## src/rtl/control_pkg.sv

```systemverilog
// control_pkg: shared constants for the lab-processor control unit.
//   - opcode values (IR[15:12])
//   - FSM state encodings (exported on StateO for the hex displays)
//   - ALU operation selects
//   - exec_state(): maps an opcode to its execute state
package control_pkg;

    localparam logic [3:0] OP_NOOP  = 4'd0;
    localparam logic [3:0] OP_STORE = 4'd1;
    localparam logic [3:0] OP_LOAD  = 4'd2;
    localparam logic [3:0] OP_ADD   = 4'd3;
    localparam logic [3:0] OP_SUB   = 4'd4;
    localparam logic [3:0] OP_HALT  = 4'd5;

    typedef enum logic [3:0] {
        S_INIT   = 4'd0,
        S_FETCH  = 4'd1,
        S_DECODE = 4'd2,
        S_NOOP   = 4'd3,
        S_LOAD_A = 4'd4,
        S_LOAD_B = 4'd5,
        S_STORE  = 4'd6,
        S_ADD    = 4'd7,
        S_SUB    = 4'd8,
        S_HALT   = 4'd9
    } state_t;

    localparam logic [2:0] ALU_PASS = 3'd0;
    localparam logic [2:0] ALU_ADD  = 3'd1;
    localparam logic [2:0] ALU_SUB  = 3'd2;

    // Unknown opcodes fall through to NOOP so that a corrupt ROM word
    // cannot wedge the sequencer.
    function automatic state_t exec_state(input logic [3:0] op);
        state_t s;
        case (op)
            OP_NOOP:  s = S_NOOP;
            OP_STORE: s = S_STORE;
            OP_LOAD:  s = S_LOAD_A;
            OP_ADD:   s = S_ADD;
            OP_SUB:   s = S_SUB;
            OP_HALT:  s = S_HALT;
            default:  s = S_NOOP;
        endcase
        return s;
    endfunction

endpackage

```

## src/rtl/pc_counter.sv

```systemverilog
// pc_counter: program counter register.
//   clk    in   rising-edge clock
//   rst    in   asynchronous active-high reset (PC -> 0)
//   inc_en in   advance PC by one this cycle
//   pc     out  current PC; wraps from all-ones to zero
module pc_counter #(
    parameter int PC_W = 8
) (
    input  logic            clk,
    input  logic            rst,
    input  logic            inc_en,
    output logic [PC_W-1:0] pc
);

    logic [PC_W-1:0] pc_q;
    logic [PC_W-1:0] pc_d;

    // Natural modulo-2^PC_W wrap of the adder gives 255 -> 0.
    always_comb begin
        pc_d = pc_q;
        if (inc_en) begin
            pc_d = pc_q + PC_W'(1);
        end
    end

    always_ff @(posedge clk or posedge rst) begin
        if (rst) begin
            pc_q <= '0;
        end else begin
            pc_q <= pc_d;
        end
    end

    assign pc = pc_q;

endmodule

```

## src/rtl/control_unit.sv

```systemverilog
// control_unit: instruction-sequencing FSM for the 16-bit lab processor.
// Owns PC and IR, fetches from a combinational ROM, decodes, and drives
// the data-RAM / register-file / ALU control strobes.
//
// Ports:
//   Clk, Reset            clock, async active-high reset
//   InstrData             ROM word at address PC_Out
//   PC_Out, IR_Out        current PC and instruction
//   StateO                current state code
//   D_Addr, D_Wr          data-RAM address and write strobe
//   RF_s                  RF write source (0 = ALU, 1 = RAM)
//   RF_W_Addr, RF_W_en    RF write port
//   RF_Ra_Addr, RF_Rb_Addr RF read ports
//   ALU_s0                ALU op select
//
// state    | meaning
// ---------+------------------------------------------------
// INIT     | post-reset, one idle cycle
// FETCH    | IR <= ROM[PC], PC <= PC + 1
// DECODE   | pick execute state from opcode, no strobes
// NOOP     | no-op (also illegal opcodes)
// LOAD_A   | RAM address valid, synchronous RAM read in flight
// LOAD_B   | RAM data written into RF
// STORE    | one-cycle RAM write of RF[Ra] via ALU pass
// ADD      | RF[Wa] <= RF[Ra] + RF[Rb]
// SUB      | RF[Wa] <= RF[Ra] - RF[Rb]
// HALT     | parked until Reset
module control_unit
    import control_pkg::*;
#(
    parameter int PC_W     = 8,
    parameter int IR_W     = 16,
    parameter int D_ADDR_W = 8
) (
    input  logic                Clk,
    input  logic                Reset,
    input  logic [IR_W-1:0]     InstrData,
    output logic [PC_W-1:0]     PC_Out,
    output logic [IR_W-1:0]     IR_Out,
    output logic [3:0]          StateO,
    output logic [D_ADDR_W-1:0] D_Addr,
    output logic                D_Wr,
    output logic                RF_s,
    output logic [3:0]          RF_W_Addr,
    output logic                RF_W_en,
    output logic [3:0]          RF_Ra_Addr,
    output logic [3:0]          RF_Rb_Addr,
    output logic [2:0]          ALU_s0
);

    state_t              state_q, state_d;
    logic [IR_W-1:0]     ir_q, ir_d;
    logic [D_ADDR_W-1:0] d_addr_q, d_addr_d;
    logic                d_wr_q, d_wr_d;
    logic                rf_s_q, rf_s_d;
    logic [3:0]          rf_w_addr_q, rf_w_addr_d;
    logic                rf_w_en_q, rf_w_en_d;
    logic [3:0]          rf_ra_q, rf_ra_d;
    logic [3:0]          rf_rb_q, rf_rb_d;
    logic [2:0]          alu_q, alu_d;
    logic                fetch;

    assign fetch = (state_q == S_FETCH);

    pc_counter #(.PC_W(PC_W)) u_pc (
        .clk    (Clk),
        .rst    (Reset),
        .inc_en (fetch),
        .pc     (PC_Out)
    );

    always_comb begin
        state_d = state_q;
        ir_d    = fetch ? InstrData : ir_q;

        case (state_q)
            S_INIT:   state_d = S_FETCH;
            S_FETCH:  state_d = S_DECODE;
            S_DECODE: state_d = exec_state(ir_q[IR_W-1 -: 4]);
            S_LOAD_A: state_d = S_LOAD_B;
            S_HALT:   state_d = S_HALT;
            default:  state_d = S_FETCH;
        endcase

        // Outputs are registered, so they are decoded from the state being
        // entered; the flop then presents them for the whole of that state.
        d_addr_d    = '0;
        d_wr_d      = 1'b0;
        rf_s_d      = 1'b0;
        rf_w_addr_d = '0;
        rf_w_en_d   = 1'b0;
        rf_ra_d     = '0;
        rf_rb_d     = '0;
        alu_d       = ALU_PASS;

        case (state_d)
            S_LOAD_A, S_LOAD_B: begin
                d_addr_d    = ir_d[11:4];
                rf_w_addr_d = ir_d[3:0];
                rf_s_d      = 1'b1;
                rf_w_en_d   = (state_d == S_LOAD_B);
            end
            S_STORE: begin
                rf_ra_d  = ir_d[11:8];
                d_addr_d = ir_d[7:0];
                alu_d    = ALU_PASS;
                d_wr_d   = 1'b1;
            end
            S_ADD, S_SUB: begin
                rf_ra_d     = ir_d[11:8];
                rf_rb_d     = ir_d[7:4];
                rf_w_addr_d = ir_d[3:0];
                alu_d       = (state_d == S_ADD) ? ALU_ADD : ALU_SUB;
                rf_w_en_d   = 1'b1;
            end
            default: ;
        endcase
    end

    always_ff @(posedge Clk or posedge Reset) begin
        if (Reset) begin
            state_q     <= S_INIT;
            ir_q        <= '0;
            d_addr_q    <= '0;
            d_wr_q      <= 1'b0;
            rf_s_q      <= 1'b0;
            rf_w_addr_q <= '0;
            rf_w_en_q   <= 1'b0;
            rf_ra_q     <= '0;
            rf_rb_q     <= '0;
            alu_q       <= ALU_PASS;
        end else begin
            state_q     <= state_d;
            ir_q        <= ir_d;
            d_addr_q    <= d_addr_d;
            d_wr_q      <= d_wr_d;
            rf_s_q      <= rf_s_d;
            rf_w_addr_q <= rf_w_addr_d;
            rf_w_en_q   <= rf_w_en_d;
            rf_ra_q     <= rf_ra_d;
            rf_rb_q     <= rf_rb_d;
            alu_q       <= alu_d;
        end
    end

    assign IR_Out     = ir_q;
    assign StateO     = state_q;
    assign D_Addr     = d_addr_q;
    assign D_Wr       = d_wr_q;
    assign RF_s       = rf_s_q;
    assign RF_W_Addr  = rf_w_addr_q;
    assign RF_W_en    = rf_w_en_q;
    assign RF_Ra_Addr = rf_ra_q;
    assign RF_Rb_Addr = rf_rb_q;
    assign ALU_s0     = alu_q;

endmodule

```

## config.mk

```make
export PLATFORM = sky130hd
export DESIGN_NAME = control_unit
export DESIGN_NICKNAME = d
export VERILOG_FILES = /design/src/rtl/control_pkg.sv /design/src/rtl/pc_counter.sv /design/src/rtl/control_unit.sv
export SDC_FILE = /design/constraint.sdc
export NUM_CORES = 1
export LEC_CHECK = 0
export BUFFER_PORTS_ARGS = -buffer_cell sky130_fd_sc_hd__buf_2
export CAP_MARGIN = 20
export CORE_UTILIZATION = 49
export DETAILED_ROUTE_END_ITERATION = 12
export HOLD_SLACK_MARGIN = 0.12
export PLACE_DENSITY = 0.78
export RECOVER_POWER = 100
export SYNTH_ARGS = -nofsm -noshare
export SYNTH_HDL_FRONTEND = slang
export SYNTH_SLANG_ARGS = --single-unit
```

## constraint.sdc

```tcl
create_clock -name Clk -period 2.15 [get_ports Clk]
set_clock_uncertainty 0.05 [all_clocks]
set_input_delay 0.215 -clock Clk [delete_from_list [all_inputs] [get_ports Clk]]
set_output_delay 0.215 -clock Clk [all_outputs]
set_load 0.05 [all_outputs]
```

==> impl_summary.log <==
[metrics] outcome: finished, final reports clean
[metrics] required time of the critical path: around 2300 ps
[metrics] max_cap viols: 0
[metrics] maximum level of the CTS H-tree: 2
[metrics] iteration-0 DRC count of the detailed router: around 110
[metrics] Async S/R FF share, synth: 100%
[metrics] buffer cell driving the clock tree root: sky130_fd_sc_hd__clkbuf_8
[metrics] type of element launching the critical path: register
[metrics] flop and latch count out of synthesis: 53
[metrics] Area contributors post-synth: sky130_fd_sc_hd__dfrtp_1 62%, sky130_fd_sc_hd__mux2i_1 5.6%, sky130_fd_sc_hd__inv_1 3.1%
[metrics] final cycle utilization of the critical path: a little over nine tenths
[metrics] achievable clock frequency: about 500 MHz
[metrics] placeable core region: 4120 sq um
[metrics] final estimated routing congestion in global placement: a little over 0.8
[metrics] count of yosys warnings during synthesis: 0
[metrics] synthesized instance count: approximately 180
[metrics] combined global-route utilization of all metal layers: a little over a fifth
[metrics] maximum root-to-sink buffer count: 2
[metrics] largest area contributor in the netlist: sky130_fd_sc_hd__dfrtp_1
[metrics] number of setup violations in the final report: 0
[metrics] Primary FF master, synth: sky130_fd_sc_hd__dfrtp_1
[metrics] remaining max-slew budget at the tightest pin: 15.8%
[metrics] final wirelength: roughly 4600 microns
[metrics] start-to-end type of the worst setup path: reg -> reg
[metrics] pin count of the biggest net entering global routing: 54
[metrics] Worst EP arrival: 2200 ps
[metrics] count of buffering cells on the critical path with inverters included: 1
[metrics] drt pass-1 iters: 4
[metrics] transition time at the pin with the least slew margin: 1260 ps
[metrics] number of enable flip-flop cells after synthesis: 0
[metrics] Placed Instances: between 200 and 300
[metrics] Antenna Violating Nets Remaining: 0
[metrics] via count: around 1,600
[metrics] number of non-filler instances in the completed layout: between 300 and 400
[metrics] worst hold-check path type: in -> reg
[metrics] average wire per standard cell: 15.0 microns
[metrics] postcts setup bufs: 0
[metrics] final max-slew violation count: 0
[metrics] number of antenna violations at the first check in global routing: 0
[metrics] fraction of synthesized cell area taken by the top area cell type: approximately three fifths
[metrics] Final Hold Vio Count: 0
[metrics] CTS buffer count: 5
[metrics] drt drc: 0
[metrics] TritonCTS clock tree: done
[metrics] Setup Slack @ Placement: 116 ps
[metrics] overall die width: just under 70 microns
[metrics] effective utilization at floorplan: 52.3%
[metrics] via count of the first global-routing pass: around 1,500
[metrics] standard-cell rows: 23
[metrics] Crit-path slowest cell: sky130_fd_sc_hd__or4b_4
[metrics] clock-pin slew reported for the worst setup and hold paths after clock tree synthesis: ~90 ps
[metrics] combined area of all synthesized cells: approximately 2200 sq um
[metrics] unique cell type count in the Yosys netlist: 44
[metrics] TNS Setup: 0 ps
[metrics] clock insertion delay at the later pin of the skew report: around 300 ps
[metrics] final layout net count: about 270
[metrics] dpl hpwl: roughly 3200 microns
[metrics] number of nets produced by synthesis: 195
[metrics] crit path cell chain: or4b_4, nand2b_4, o21a_2, clkinv_4, nor2_2, a21oi_1
[metrics] Post-Syn Area per Cell: approximately 12 sq um
[metrics] global-route wire length before repair: 7170 microns
[metrics] filler instances: between 300 and 400
[metrics] Commonest cells post-synth: 53 x sky130_fd_sc_hd__dfrtp_1, 18 x sky130_fd_sc_hd__inv_1, 12 x sky130_fd_sc_hd__mux2i_1, 11 x sky130_fd_sc_hd__a21oi_1
[metrics] Tmin final: between 2000 and 2500 ps
[metrics] fraction of final layout cells sized beyond drive strength 1: 18.5%
[metrics] kind of end point of the critical path: register
[metrics] total global routing overflow: 0
[metrics] area growth from synthesis to layout: 23.9%
[metrics] final critical-path setup slack: between 100 and 150 ps
[metrics] CP top delay family: simple AND/OR/NAND/NOR gates
[metrics] Clock Sink Count: between 50 and 60
[metrics] library cell with the highest instance count after synthesis: sky130_fd_sc_hd__dfrtp_1
[metrics] height of the die: around 68 microns
[metrics] diode insertion count for antenna repair: 0
[metrics] Port Buffer Count: 70
[metrics] number of placed I/O pins: 72
[metrics] RSZ-0062 raised after global routing: no
[metrics] Seq/Total Area, Yosys: between 60% and 70%
[metrics] Die Area: approximately 4700 sq um
[metrics] Largest stage delay, worst path: between 600 and 700 ps
[metrics] number of vias per cell after detailed routing: roughly 5.2
[metrics] maximum fanout count along the critical path: 10
-- routing by layer --
metal / GRT usage (%) / part of all wire, %
met1: 29.9 / 46
met2: 33.2 / 48
met3: 6.00 / 5.7
met4: 5.47 / 0.22
met5: 0 / 0
-- metrics by stage --
stage	utilization [%]	instance area (sq um)	hold WS, ps
2_1_floorplan	-	2150	282
3_3_place_gp	62.2	2560	373
3_5_place_dp	62.2	2560	378
4_1_cts	66.3	2730	123
5_1_grt	64.8	2670	132
6_report	64.8	2670	133
-- sequential cells by signal (all words and copies together) (netlist names), 2 cells and up --
signal      flops
D_Addr          8
IR_Out         16
u_pc.pc         8
StateO          4
RF_W_Addr       4
RF_Rb_Addr      4
ALU_s0          2
RF_Ra_Addr      4
-- path summary, 6_finish.rpt --
path                                        start                endpoint  slack (ps)  cells after the start
hold reg to reg            u_pc.pc[7]$_DFFE_PP0P_  u_pc.pc[7]$_DFFE_PP0P_         430                      1
setup reg to reg              StateO[2]$_DFF_PP0_  RF_W_Addr[0]$_DFF_PP0_         120                      6
setup / recovery              StateO[2]$_DFF_PP0_  RF_W_Addr[0]$_DFF_PP0_         120                      6
min in group asynchronous                   Reset     D_Addr[0]$_DFF_PP0_         820                      4
hold / removal                       InstrData[0]     IR_Out[0]$_DFF_PP0_         130                      3
max in group asynchronous                   Reset     D_Addr[2]$_DFF_PP0_         470                      4
-- cells by family after synthesis --
| kind of cell | after synthesis | share of synthesized area (%) |
|---|---|---|
| xor+xnor | 8 | 3.25 |
| simple gates | 38 | 11.7 |
| fa+ha+maj | 1 | 0.581 |
| mux | 15 | 7.15 |
| other cells | 1 | 0.174 |
| compound gates | 32 | 9.41 |
| buf+inv | 28 | 6.10 |
| flops | 53 | 61.6 |
-- worst register-to-register path: stages, from the launching register on --
cell,delay (ps)
sky130_fd_sc_hd__dfrtp_1,500
sky130_fd_sc_hd__or4b_4,610
sky130_fd_sc_hd__nand2b_4,190
sky130_fd_sc_hd__o21a_2,310
sky130_fd_sc_hd__clkinv_4,70
sky130_fd_sc_hd__nor2_2,60
sky130_fd_sc_hd__a21oi_1,180
-- what timing repair did --
action | 4_1_cts | 5_1_grt
setup endpoints to repair | 0 | 4
hold buffers | 5 | 0
endpoints found under the hold margin | 57 | 0
resized for setup | 0 | 2
-- cell type report --
cell class | instances | area [sq um] | area share [%]
Multi-Input combinational cell | 95 | 712 | 26.7
Tap cell | 50 | 62.6 | 2.35
Clock buffer | 7 | 86.3 | 3.24
Clock inverter | 1 | 30.0 | 1.13
Timing Repair Buffer | 79 | 374 | 14.0
Inverter | 19 | 76.3 | 2.86
Sequential cell | 53 | 1330 | 49.7
-- layout by cell type (no fill, tap or decap), types with 2 or more instances in the layout --
cell type                       instances
sky130_fd_sc_hd__a21oi_1               11
sky130_fd_sc_hd__and3_1                 3
sky130_fd_sc_hd__buf_2                 17
sky130_fd_sc_hd__buf_4                  2
sky130_fd_sc_hd__clkbuf_1              54
sky130_fd_sc_hd__clkbuf_8               6
sky130_fd_sc_hd__dfrtp_1               53
sky130_fd_sc_hd__dlygate4sd3_1          5
sky130_fd_sc_hd__inv_1                 17
sky130_fd_sc_hd__mux2_2                 3
sky130_fd_sc_hd__mux2i_1               12
sky130_fd_sc_hd__nand2_1                4
sky130_fd_sc_hd__nand3b_1               2
sky130_fd_sc_hd__nand4_1                4
sky130_fd_sc_hd__nor2_1                 8
sky130_fd_sc_hd__o21ai_0                4
sky130_fd_sc_hd__o21bai_1               2
sky130_fd_sc_hd__o22ai_1                8
sky130_fd_sc_hd__or3b_2                 4
sky130_fd_sc_hd__xnor2_1                6
sky130_fd_sc_hd__xor2_1                 2
Power is not shown: default switching activity piles up to over one toggle a cycle in this logic, so the estimate is an artifact.
